**src/rtl/uart_tx.sv**
```systemverilog
`default_nettype none
// +--------------------------------------------------------------------------+
// | uart_tx : 8-bit async serial transmitter, optional parity, 1/2 stop bits |
// | Revision 1.0                                                              |
// +--------------------------------------------------------------------------+
module uart_tx #(
    parameter int CLKS_PER_BIT = 16
) (
    input  logic       clk,
    input  logic       rst,
    input  logic       tx_valid,
    input  logic [7:0] tx_data,
    output logic       tx_ready,
    input  logic [1:0] paritybit,
    input  logic       stopbit,
    output logic       tx,
    output logic       tx_done
);

    localparam int c_CNT_W = (CLKS_PER_BIT > 1) ? $clog2(CLKS_PER_BIT) : 1;
    localparam logic [c_CNT_W-1:0] c_CNT_MAX = c_CNT_W'(CLKS_PER_BIT - 1);

    typedef enum logic [2:0] {
        S_IDLE   = 3'd0,
        S_START  = 3'd1,
        S_DATA   = 3'd2,
        S_PARITY = 3'd3,
        S_STOP   = 3'd4
    } state_t;

    state_t             state_q, state_d;
    logic [c_CNT_W-1:0] cnt_q, cnt_d;
    logic [2:0]         bit_q, bit_d;
    logic [7:0]         data_q, data_d;
    logic               par_en_q, par_en_d;
    logic               par_odd_q, par_odd_d;
    logic               two_stop_q, two_stop_d;
    logic               stop2_q, stop2_d;
    logic               tx_q, tx_d;
    logic               ready_q, ready_d;
    logic               done_q, done_d;
    logic               w_bit_end;

    assign w_bit_end = (cnt_q == c_CNT_MAX);

    always_comb begin
        state_d    = state_q;
        cnt_d      = cnt_q;
        bit_d      = bit_q;
        data_d     = data_q;
        par_en_d   = par_en_q;
        par_odd_d  = par_odd_q;
        two_stop_d = two_stop_q;
        stop2_d    = stop2_q;
        done_d     = 1'b0;

        if (state_q != S_IDLE) begin
            cnt_d = w_bit_end ? '0 : cnt_q + c_CNT_W'(1);
        end

        case (state_q)
            S_IDLE: begin
                if (tx_valid && ready_q) begin
                    state_d    = S_START;
                    cnt_d      = '0;
                    bit_d      = 3'd0;
                    stop2_d    = 1'b0;
                    data_d     = tx_data;
                    // Code 11 is reserved and treated as no parity.
                    par_en_d   = paritybit[0] ^ paritybit[1];
                    par_odd_d  = (paritybit == 2'b01);
                    two_stop_d = stopbit;
                end
            end
            S_START: begin
                if (w_bit_end) state_d = S_DATA;
            end
            S_DATA: begin
                if (w_bit_end) begin
                    if (bit_q == 3'd7) begin
                        state_d = par_en_q ? S_PARITY : S_STOP;
                    end else begin
                        bit_d = bit_q + 3'd1;
                    end
                end
            end
            S_PARITY: begin
                if (w_bit_end) state_d = S_STOP;
            end
            S_STOP: begin
                if (w_bit_end) begin
                    if (two_stop_q && !stop2_q) begin
                        stop2_d = 1'b1;
                    end else begin
                        state_d = S_IDLE;
                        done_d  = 1'b1;
                    end
                end
            end
            default: state_d = S_IDLE;
        endcase
    end

    // Outputs are decoded from next-state values so they register on the same edge.
    always_comb begin
        tx_d    = 1'b1;
        ready_d = (state_d == S_IDLE);
        case (state_d)
            S_START:  tx_d = 1'b0;
            S_DATA:   tx_d = data_d[bit_d];
            S_PARITY: tx_d = par_odd_d ? ~^data_d : ^data_d;
            default:  tx_d = 1'b1;
        endcase
    end

    always_ff @(posedge clk) begin
        if (!rst) begin
            state_q    <= S_IDLE;
            cnt_q      <= '0;
            bit_q      <= 3'd0;
            data_q     <= 8'd0;
            par_en_q   <= 1'b0;
            par_odd_q  <= 1'b0;
            two_stop_q <= 1'b0;
            stop2_q    <= 1'b0;
            tx_q       <= 1'b1;
            ready_q    <= 1'b1;
            done_q     <= 1'b0;
        end else begin
            state_q    <= state_d;
            cnt_q      <= cnt_d;
            bit_q      <= bit_d;
            data_q     <= data_d;
            par_en_q   <= par_en_d;
            par_odd_q  <= par_odd_d;
            two_stop_q <= two_stop_d;
            stop2_q    <= stop2_d;
            tx_q       <= tx_d;
            ready_q    <= ready_d;
            done_q     <= done_d;
        end
    end

    assign tx       = tx_q;
    assign tx_ready = ready_q;
    assign tx_done  = done_q;

endmodule
`default_nettype wire

```
**config.mk**
```make
export PLATFORM = sky130hd
export DESIGN_NAME = uart_tx
export DESIGN_NICKNAME = d
export VERILOG_FILES = /design/src/rtl/uart_tx.sv
export SDC_FILE = /design/constraint.sdc
export NUM_CORES = 1
export LEC_CHECK = 0
export CAP_MARGIN = 5
export CORE_ASPECT_RATIO = 0.6
export CORE_MARGIN = 10
export CORE_UTILIZATION = 25
export CTS_CLUSTER_DIAMETER = 50
export DETAILED_ROUTE_END_ITERATION = 16
export PLACE_DENSITY_LB_ADDON = 0.2
export SKIP_LAST_GASP = 1
export SYNTH_ARGS = -nofsm -noshare
export SYNTH_HDL_FRONTEND = slang
export SYNTH_SLANG_ARGS = --single-unit
```
**constraint.sdc**
```tcl
create_clock -name clk -period 2.6 [get_ports clk]
set_input_delay 0.52 -clock clk [delete_from_list [all_inputs] [get_ports clk]]
set_output_delay 0.52 -clock clk [all_outputs]
set_load 0.03 [all_outputs]
```
-- After elaboration in Yosys (flattened, before gate mapping)
Cells that the tools add are included.
- flip-flop bits (word level): 25
- bits of input ports: 14
- output and inout bits: 3
- word-level logic and storage cells: 70
- $add $sub $neg: 2
- $lt $le $gt $ge: 1
- equal/unequal tests: 13
- mux-type cells: 30
- bitwise gates (word level): 1
- reduce and logical (&&, ||, !) cells: 12
- operators with widths (cell ; count):
    3-bit 2-to-1 mux ; 11
    4-bit 2-to-1 mux ; 4
    8-bit 2-to-1 mux ; 2
    3-bit case mux with 5 select lines ; 1
    3-bit by 2-bit == test with 1-bit output, second input constant ; 4
    1-bit 2-to-1 mux ; 8
    8-bit XNOR reduction ; 1
    8-bit XOR reduction ; 1
    3-bit by 1-bit == test with 1-bit output, second input constant ; 2
    3-bit == test, second input constant ; 2
    3-bit logical NOT ; 2
    2-bit inequality test, second input constant ; 3
    3-bit case mux with 2 select lines ; 1
    4-bit by 1-bit adder with 4-bit output, second input constant ; 1
    4-bit == test, second input constant ; 1
    3-bit by 4-bit less-than comparator with 1-bit output, second input constant ; 1
    4-bit AND reduction ; 1
    3-bit by 1-bit adder with 3-bit output, second input constant ; 1
    1-bit binary-select mux with 3-bit select ; 1
    1-bit case mux with 3 select lines ; 1
    3-bit AND reduction ; 1
    3-bit nonzero test ; 1
    2-bit by 1-bit == test with 1-bit output, second input constant ; 1
    1-bit logical AND ; 2
    5 further kinds ; 5

-- Logic depth before layout (Yosys ltp)
Gate-level depths: netlist (run 1).
- word-level depth: 7
- depth in mapped cells: 8
- mapped depth without buffers: 8

-- Least setup slack after synthesis (run 1)
OpenSTA, ideal clock, no wires.
- kind: register to register
- from: register cnt_q[0]
- to: register tx_q, in the netlist tx
- library setup time: 0.122 ns
- data arrival time: 1.960 ns
- required time: 2.478 ns
- slack: 0.518 ns
- stages on the path, launching flop included: 9
- buffers on the path: 1
- clock period less this slack: 2.082 ns
- path through: dfxtp_1 -> ha_1 -> and3_2 -> buf_4 -> a41oi_1 -> mux2_2 -> a221o_1 -> o311ai_1 -> o31ai_1
- word-level cells in the longest chain between the ends: 6
- elaborated cells between the ends (all ways): 14
- those cells by class: eq/ne (4); mux (10)
- RTL lines (item ; RTL line ; text):
    from (decl) ; 32 ; logic [c_CNT_W-1:0] cnt_q, cnt_d;
    from (signal assigned) ; 131 ; cnt_q <= cnt_d;
    4-bit == test * ; 44 ; assign w_bit_end = (cnt_q == c_CNT_MAX);
    3-bit 2-to-1 mux ; 79 ; if (w_bit_end) begin
    3-bit case mux with 2 select lines ; 61 ; case (state_q)
    1-bit binary-select mux with 3-bit select ; 110 ; S_DATA: tx_d = data_d[bit_d];
    1-bit 2-to-1 mux (implied by the code) ; 110 ;
    1-bit case mux with 3 select lines * ; 108 ; case (state_d)
    to (signal assigned) ; 138 ; tx_q <= tx_d;
    to (decl) ; 39 ; logic tx_q, tx_d;
Mark *: on every way between the ends. The rest lies on a longest branch, timed or not. The select of a mux whose other input is x is not followed.
A chain may end at the register's enable or synchronous reset.

-- Worst setup path in the final report (run 1)
Same ends and word-level chain as after synthesis.

==> results of run 1 <==
## cells in the final DEF (no fill, tap or decap), drive strengths merged, types with 2 or more instances in the layout
| master | count |
|---|---|
| a21boi | 13 |
| a21oi | 4 |
| and2 | 3 |
| and3 | 2 |
| buf | 4 |
| clkbuf | 3 |
| clkdlybuf4s50 | 16 |
| dfxtp | 25 |
| ha | 3 |
| inv | 4 |
| mux2 | 2 |
| mux2i | 3 |
| nand2 | 27 |
| nand3 | 10 |
| nand4 | 2 |
| nor2 | 7 |
| nor2b | 4 |
| nor3 | 2 |
| nor3b | 2 |
| o211a | 2 |
| o21ai | 5 |
| xnor2 | 11 |
| xnor3 | 2 |
## cell families (layout without fill, tap and decap cells)
| group | after synthesis | after routing |
|---|---|---|
| buffers and inverters | 12 | 28 |
| DFF | 25 | 25 |
| xor gates and xnor gates | 14 | 14 |
| and+or+nand+nor | 66 | 66 |
| adders and majority gates | 3 | 3 |
| muxes | 5 | 5 |
| AOI/OAI and AO/OA | 34 | 34 |
## registers in the layout, summed over array words and instances (netlist names), 3 cells and up
register / flops
bit_q: 3
cnt_q: 4
data_q: 8
state_q: 3
## layout make-up
class,instances,area (um2)
flip-flops and latches,25,500
clock inverters,1,5.00
fillers,531,3560
well taps,66,82.6
clock buffers,3,41.3
multi-input cells,122,837
repair buffers,20,190
inverters,4,15.0
## worst max-delay path by stage
stage                                    from             to  slack [ps]  cells past startpoint
after CTS                 cnt_q[0]$_SDFF_PN0_  tx$_SDFF_PN1_         430                      7
after global placement           paritybit[1]  tx$_SDFF_PN1_         230                      9
after global routing      cnt_q[0]$_SDFF_PN0_  tx$_SDFF_PN1_         280                      7
after floorplan           cnt_q[0]$_SDFF_PN0_  tx$_SDFF_PN1_         520                      8
after detailed placement         paritybit[1]  tx$_SDFF_PN1_         170                      9
final                     cnt_q[0]$_SDFF_PN0_  tx$_SDFF_PN1_         390                      7
## report_power, final
group	switching [uW]	internal (uW)
clock	126	107
sequential	20.3	402
combinational	95.9	105
## layer usage
layer  global-route usage  share of wire
met1                0.110           0.53
met2                0.104           0.40
met3               0.0284          0.062
met4               0.0224          0.012
met5                    0              0
## critical path, delay by kind of cell, from the launching register on
| kind | cells | cell delay [ps] |
|---|---|---|
| DFF | 1 | 390 |
| and+or+nand+nor | 4 | 1030 |
| AOI/OAI and AO/OA | 2 | 430 |
| adders and majority gates | 1 | 250 |
## through the flow
stage               area (um2)  power, uW  instances  hold WS [ps]  utilization
floorplan                 1390        564        159           438            -
global placement          1630        630        237           451        0.311
detailed placement        1630        632        237           460        0.311
CTS                       1670        867        241           472        0.320
global route              1670        904        241           494        0.320
finish                    1670        857        241           464        0.320
==> metrics.txt, run 1 <==
# TYPE chip_impl_metric gauge
chip_impl_info{name="synth_top_family_by_area",value="simple AND/OR/NAND/NOR gates"} 1
chip_impl_metric{name="placementRows",unit=""} 20
chip_impl_metric{name="area_growth",unit="%"} 20.1
chip_impl_metric{name="coreArea",unit="mm2"} 0.00523
chip_impl_metric{name="postRouteWirelength",unit="um"} 3420
chip_impl_metric{name="clock_insertion_delay_worst_skew",unit="ps"} 270
chip_impl_metric{name="post_synth_inst_count",unit=""} 159
chip_impl_metric{name="drc",unit=""} 0
chip_impl_metric{name="cp_data_arrival_time",unit="ps"} 2380
chip_impl_metric{name="grt.overflow.total",unit=""} 0
chip_impl_metric{name="setup.reg_to_reg.worst_slack",unit="ps"} 390
chip_impl_metric{name="synth-xor-area-share",unit=""} 0.108
chip_impl_metric{name="ctsResizeCount",unit=""} 0
chip_impl_metric{name="syn_nets",unit=""} 176
chip_impl_metric{name="total_number_of_nets_in_the_final_design",unit=""} 193
chip_impl_info{name="worstHoldPathType",value="flip-flop to flip-flop"} 1
chip_impl_info{name="regToRegEndpoint",value="tx$_SDFF_PN1_"} 1
chip_impl_metric{name="synth-compound-area-share",unit=""} 0.176
chip_impl_info{name="clock_tree_from_tritoncts",value="built"} 1
chip_impl_info{name="critical_path.cell_chain",value="ha_1 > and3_2 > nand4_1 > or2_1 > and3_1 > a211oi_1 > o31ai_1"} 1
chip_impl_metric{name="timing.final.setup_violations",unit=""} 0
chip_impl_metric{name="setup_ws",unit="ps"} 388
chip_impl_info{name="hold_end",value="stop2_q$_SDFFE_PN0P_"} 1
chip_impl_metric{name="ant_nets",unit=""} 0
chip_impl_metric{name="numCtsBuffers",unit=""} 3
chip_impl_metric{name="reg2regPathDepth",unit=""} 7
chip_impl_metric{name="synth_enable_flop_cells",unit=""} 0
chip_impl_metric{name="slew_headroom",unit=""} 0.725
chip_impl_info{name="regToRegStartpoint",value="cnt_q[0]$_SDFF_PN0_"} 1
chip_impl_metric{name="layout_min_cycle_time",unit="ps"} 2210
chip_impl_metric{name="io_pins",unit=""} 17
chip_impl_metric{name="post-synth-top-area-fraction",unit=""} 0.360
chip_impl_metric{name="avg_inst_size_synth",unit="um2"} 8.75
chip_impl_metric{name="setup-tns-final",unit="ps"} 0
chip_impl_metric{name="numPortBuffers",unit=""} 16
chip_impl_info{name="timing.setup.critical_path_class",value="flip-flop to flip-flop"} 1
chip_impl_metric{name="layout_worst_path_cycle_share",unit=""} 0.851
chip_impl_info{name="setup.worst_path.start_class",value="flip-flop"} 1
chip_impl_metric{name="routed-via-count",unit=""} 1152
chip_impl_info{name="crit_path_end_kind",value="flip-flop"} 1
chip_impl_metric{name="dp_hpwl",unit="um"} 2690
chip_impl_metric{name="synth-adder-area-share",unit=""} 0.0270
chip_impl_metric{name="grt_pass1_vias",unit=""} 1111
chip_impl_metric{name="die_width",unit="um"} 116
chip_impl_metric{name="synth-warning-count",unit=""} 0
chip_impl_metric{name="ys_seq_area_frac",unit=""} 0.360
chip_impl_info{name="post_synth_most_frequent_cells",value="27 x sky130_fd_sc_hd__nand2_1, 25 x sky130_fd_sc_hd__dfxtp_1, 13 x sky130_fd_sc_hd__a21boi_0"} 1
chip_impl_metric{name="timing_hold_violations_final",unit=""} 0
chip_impl_metric{name="final_max_slew_viol_count",unit=""} 0
chip_impl_metric{name="post_drt_wl_per_cell",unit="um"} 14.2
chip_impl_metric{name="clock_sink_count",unit=""} 25
chip_impl_metric{name="synth_cell_type_count",unit=""} 46
chip_impl_metric{name="fp.dieArea",unit="mm2"} 0.00905
chip_impl_metric{name="avgViaCountPerCell",unit=""} 4.78
chip_impl_metric{name="first_iter_violations",unit=""} 82
chip_impl_metric{name="cpPeakStageDelay",unit="ps"} 390
chip_impl_metric{name="die_y",unit="um"} 77.8
chip_impl_metric{name="tightest_slew",unit="ps"} 411
chip_impl_metric{name="drv_cap",unit=""} 0
chip_impl_metric{name="cellLeakagePower",unit="uW"} 0.000617
chip_impl_metric{name="placement.setup.worst_slack",unit="ps"} 166
chip_impl_metric{name="cts.hold.buffers_added",unit=""} 0
chip_impl_metric{name="fmax",unit="MHz"} 452
chip_impl_info{name="rsz0062_at_grt",value="false"} 1
chip_impl_metric{name="gp_routability_congestion",unit=""} 0.737
chip_impl_metric{name="start_util",unit=""} 0.266
chip_impl_metric{name="worst_endpoint_required_time",unit="ps"} 2760
chip_impl_metric{name="synthesis.area",unit="mm2"} 0.00139
chip_impl_metric{name="vdd.ir_drop.worst",unit="mV"} 0.205
chip_impl_info{name="synth_most_common_cell",value="sky130_fd_sc_hd__nand2_1"} 1
chip_impl_metric{name="num_antenna_cells",unit=""} 0
chip_impl_info{name="min_from",value="stop2_q$_SDFFE_PN0P_"} 1
chip_impl_metric{name="post_synth_and_or_nand_nor_area_fraction",unit=""} 0.253
chip_impl_metric{name="synthMuxAreaShare",unit=""} 0.0378
chip_impl_metric{name="grt_antenna_before_repair",unit=""} 0
chip_impl_metric{name="ys_ff_latch",unit=""} 25
chip_impl_info{name="most_area_consuming_cells_after_synthesis",value="sky130_fd_sc_hd__dfxtp_1 36%, sky130_fd_sc_hd__nand2_1 7.3%, sky130_fd_sc_hd__a21boi_0 7.0%, sky130_fd_sc_hd__xnor2_1 6.9%, sky130_fd_sc_hd__nand3_1 3.2%"} 1
chip_impl_info{name="ctsRootBufferMaster",value="sky130_fd_sc_hd__clkbuf_8"} 1
chip_impl_metric{name="share_of_final_layout_standard_cells_stronger_than_drive_strength_1",unit=""} 0.0914
chip_impl_metric{name="clock_pin_slew_worst_setup_and_hold_paths",unit="ps"} 90
chip_impl_metric{name="grt_util_all_layers",unit=""} 0.0775
chip_impl_metric{name="cts.htree.levels",unit=""} 1
chip_impl_info{name="run_status",value="completed"} 1
chip_impl_info{name="yosys_most_used_dff",value="sky130_fd_sc_hd__dfxtp_1"} 1
chip_impl_metric{name="ctsLongestPathBuffers",unit=""} 2
chip_impl_metric{name="hold-path-cell-count",unit=""} 2
chip_impl_metric{name="grt_first_pass_wirelength",unit="um"} 5600
chip_impl_metric{name="finalClockSkew",unit="ps"} 6.97
chip_impl_info{name="post-synth-top-area-cell",value="sky130_fd_sc_hd__dfxtp_1"} 1
chip_impl_metric{name="critical_path_peak_fanout",unit=""} 6
chip_impl_metric{name="grt_start_max_net_pins",unit=""} 16
chip_impl_metric{name="drt_pass1_iterations",unit=""} 4
chip_impl_info{name="cp_slowest_cell",value="sky130_fd_sc_hd__dfxtp_1"} 1
chip_impl_metric{name="post-cts-setup-buffer-count",unit=""} 0
chip_impl_metric{name="power_density",unit="mW/mm2"} 513
chip_impl_metric{name="post_synth_arst_share",unit=""} 0
No activity file was read; power rests on OpenSTA's default activity.
==> inputs of run 2 (changes only) <==
Settings changed: CTS_BUF_LIST set to sky130_fd_sc_hd__clkbuf_8.
==> results of run 2 <==
Final layout, timing and power as in run 1 (identical DEF).
==> inputs of run 3 (changes only) <==
Clock period 2.6 ns to 2.2 ns, I/O delays scaled along.
==> run 3 against run 2 <==
Effect of this change:
- maximum frequency grew 6.2%
- largest power group unchanged
- critical path depth is the same
- global-route usage shrank 0.19 points
- clock power grew 15%
- final cell count grew 1.2%
- die area is the same
- count of clock-buffer cells in the layout is the same
- total power grew 18%
==> metrics.txt, run 3 (synthesized netlist as in run 1, its figures left out) <==
# TYPE chip_impl_metric gauge
chip_impl_metric{name="share_comb_of_total_power",unit=""} 0.237
chip_impl_info{name="mostFrequentLayoutCells",value="27 x sky130_fd_sc_hd__nand2_1, 24 x sky130_fd_sc_hd__dfxtp_1, 16 x sky130_fd_sc_hd__clkdlybuf4s50_1"} 1
chip_impl_metric{name="first_iter_violations",unit=""} 74
chip_impl_metric{name="coreArea",unit="mm2"} 0.00523
chip_impl_info{name="ctsRootBufferMaster",value="sky130_fd_sc_hd__clkbuf_8"} 1
chip_impl_metric{name="largest_register_ffs",unit=""} 8
chip_impl_metric{name="power.sequential.fraction",unit=""} 0.497
chip_impl_info{name="rsz0062_at_grt",value="false"} 1
chip_impl_metric{name="final_max_slew_viol_count",unit=""} 0
chip_impl_metric{name="die_y",unit="um"} 77.8
chip_impl_metric{name="cp_data_arrival_time",unit="ps"} 2260
chip_impl_metric{name="grt_start_max_net_pins",unit=""} 16
chip_impl_metric{name="gp_routability_congestion",unit=""} 0.778
chip_impl_metric{name="drt_pass1_iterations",unit=""} 4
chip_impl_metric{name="hold-path-cell-count",unit=""} 2
chip_impl_metric{name="setup.reg_to_reg.worst_slack",unit="ps"} 120
chip_impl_metric{name="post_drt_wl_per_cell",unit="um"} 13.8
chip_impl_metric{name="slew_headroom",unit=""} 0.767
chip_impl_info{name="biggestRegsByFlops",value="data_q (8), cnt_q (4)"} 1
chip_impl_metric{name="start_util",unit=""} 0.266
chip_impl_metric{name="clock_pin_slew_worst_setup_and_hold_paths",unit="ps"} 90
chip_impl_metric{name="area_growth",unit="%"} 23.7
chip_impl_info{name="hold_end",value="stop2_q$_SDFFE_PN0P_"} 1
chip_impl_metric{name="numCtsBuffers",unit=""} 3
chip_impl_metric{name="timing.final.setup_violations",unit=""} 0
chip_impl_info{name="timing.setup.critical_path_class",value="flip-flop to flip-flop"} 1
chip_impl_metric{name="routed-via-count",unit=""} 1152
chip_impl_info{name="largest_register",value="data_q"} 1
chip_impl_metric{name="total_number_of_nets_in_the_final_design",unit=""} 196
chip_impl_metric{name="finalClockSkew",unit="ps"} 3.25
chip_impl_metric{name="die_width",unit="um"} 116
chip_impl_info{name="worst_setup_path_startpoint",value="cnt_q[1]$_SDFF_PN0_"} 1
chip_impl_metric{name="avgViaCountPerCell",unit=""} 4.72
chip_impl_info{name="worstHoldPathType",value="flip-flop to flip-flop"} 1
chip_impl_info{name="layout_commonest_cell",value="sky130_fd_sc_hd__nand2_1"} 1
chip_impl_metric{name="grt_antenna_before_repair",unit=""} 0
chip_impl_metric{name="cts.htree.levels",unit=""} 1
chip_impl_info{name="min_from",value="stop2_q$_SDFFE_PN0P_"} 1
chip_impl_metric{name="setup-tns-final",unit="ps"} 0
chip_impl_metric{name="worst_endpoint_required_time",unit="ps"} 2380
chip_impl_metric{name="vdd.ir_drop.worst",unit="mV"} 0.243
chip_impl_metric{name="grt.overflow.total",unit=""} 0
chip_impl_info{name="regToRegStartpoint",value="cnt_q[1]$_SDFF_PN0_"} 1
chip_impl_metric{name="power_density",unit="mW/mm2"} 585
chip_impl_metric{name="grt_pass1_vias",unit=""} 1111
chip_impl_metric{name="clock_sink_count",unit=""} 25
chip_impl_metric{name="drv_cap",unit=""} 0
chip_impl_metric{name="grt_first_pass_wirelength",unit="um"} 5560
chip_impl_metric{name="layout_min_cycle_time",unit="ps"} 2080
chip_impl_metric{name="timing_hold_violations_final",unit=""} 0
chip_impl_metric{name="power.net_switching",unit="uW"} 281
chip_impl_metric{name="cts.hold.buffers_added",unit=""} 0
chip_impl_info{name="crit_path_end_kind",value="flip-flop"} 1
chip_impl_metric{name="internal_power",unit="uW"} 727
chip_impl_metric{name="ant_nets",unit=""} 0
chip_impl_metric{name="layout_worst_path_cycle_share",unit=""} 0.947
chip_impl_metric{name="fp.dieArea",unit="mm2"} 0.00905
chip_impl_metric{name="share_of_final_layout_standard_cells_stronger_than_drive_strength_1",unit=""} 0.140
chip_impl_metric{name="finish.instance_area",unit="mm2"} 0.00172
chip_impl_metric{name="fmax",unit="MHz"} 480
chip_impl_metric{name="drc",unit=""} 0
chip_impl_info{name="clock_tree_from_tritoncts",value="built"} 1
chip_impl_metric{name="clock_insertion_delay_worst_skew",unit="ps"} 270
chip_impl_metric{name="numPortBuffers",unit=""} 16
chip_impl_metric{name="switching_share",unit=""} 0.279
chip_impl_info{name="setup.worst_path.start_class",value="flip-flop"} 1
chip_impl_metric{name="num_antenna_cells",unit=""} 0
chip_impl_info{name="run_status",value="completed"} 1
chip_impl_metric{name="cellLeakagePower",unit="uW"} 0.000638
chip_impl_metric{name="placementRows",unit=""} 20
chip_impl_metric{name="tightest_slew",unit="ps"} 349
chip_impl_metric{name="ctsLongestPathBuffers",unit=""} 2
chip_impl_metric{name="grt_util_all_layers",unit=""} 0.0756
chip_impl_metric{name="pwr-share-clk",unit=""} 0.267
chip_impl_metric{name="dp_hpwl",unit="um"} 2630
chip_impl_info{name="regToRegEndpoint",value="tx$_SDFF_PN1_"} 1
chip_impl_metric{name="reg2regPathDepth",unit=""} 7
chip_impl_metric{name="postRouteWirelength",unit="um"} 3370
chip_impl_metric{name="critical_path_peak_fanout",unit=""} 4
chip_impl_metric{name="place_area",unit="mm2"} 0.00165
chip_impl_metric{name="io_pins",unit=""} 17
==> run 3: routing by layer <==
| metal | track usage | vias up | routed length (um) |
|---|---|---|---|
| li1 | - | 594 | - |
| met4 | 0.0224 | 0 | 34 |
| met5 | 0 | - | 0 |
| met3 | 0.0223 | 2 | 173 |
| met2 | 0.0974 | 22 | 1280 |
| met1 | 0.114 | 534 | 1880 |
==> run 3: final cells by class <==
cell class | instances | area, um2
clock buffers | 3 | 41.3
multi-input cells | 122 | 865
flip-flops and latches | 25 | 502
inverters | 4 | 15.0
repair buffers | 23 | 213
fillers | 540 | 3510
clock inverters | 1 | 3.75
well taps | 66 | 82.6
==> run 3: how the worst max path moves through the flow <==
stage	to	slack (ps)	cells past startpoint
after global placement	tx$_SDFF_PN1_	-90	9
after global routing	tx$_SDFF_PN1_	3	7
after detailed placement	tx$_SDFF_PN1_	-170	9
after CTS	tx$_SDFF_PN1_	40	7
after floorplan	tx$_SDFF_PN1_	120	8
final	tx$_SDFF_PN1_	120	7
==> run 3: repair_timing <==
item	4_1_cts	5_1_grt
endpoints found under the hold margin	0	0
resized for setup	0	7
endpoints found under the setup margin	0	2
buffers inserted	0	0
==> run 3: worst max-delay path, cell delays in order (launching register included) <==
cell and delay [ps]:
sky130_fd_sc_hd__dfxtp_1 370, sky130_fd_sc_hd__ha_2 220, sky130_fd_sc_hd__nand3_2 100, sky130_fd_sc_hd__or4_1 520
sky130_fd_sc_hd__a21o_1 210, sky130_fd_sc_hd__a211o_1 300, sky130_fd_sc_hd__o211a_1 210, sky130_fd_sc_hd__o31ai_1 60
==> run 3: through the flow <==
step | instances | setup WS [ps] | util | hold slack [ps] | power (uW)
finish | 244 | 117 | 0.329 | 476 | 1010
global route | 244 | 3.48 | 0.329 | 488 | 1070
CTS | 244 | 36.9 | 0.324 | 479 | 1020
detailed placement | 240 | -165 | 0.315 | 465 | 745
global placement | 240 | -95.0 | 0.315 | 450 | 743
floorplan | 159 | 118 | - | 438 | 666
==> run 3: power groups by stage <==
stage                     logic (uW)  clock network [uW]  registers (uW)
after global placement           235                   0             509
after global routing             265                 298             503
final                            239                 268             500
after CTS                        236                 281             499
after floorplan                  156                   0             510
after detailed placement         236                   0             509
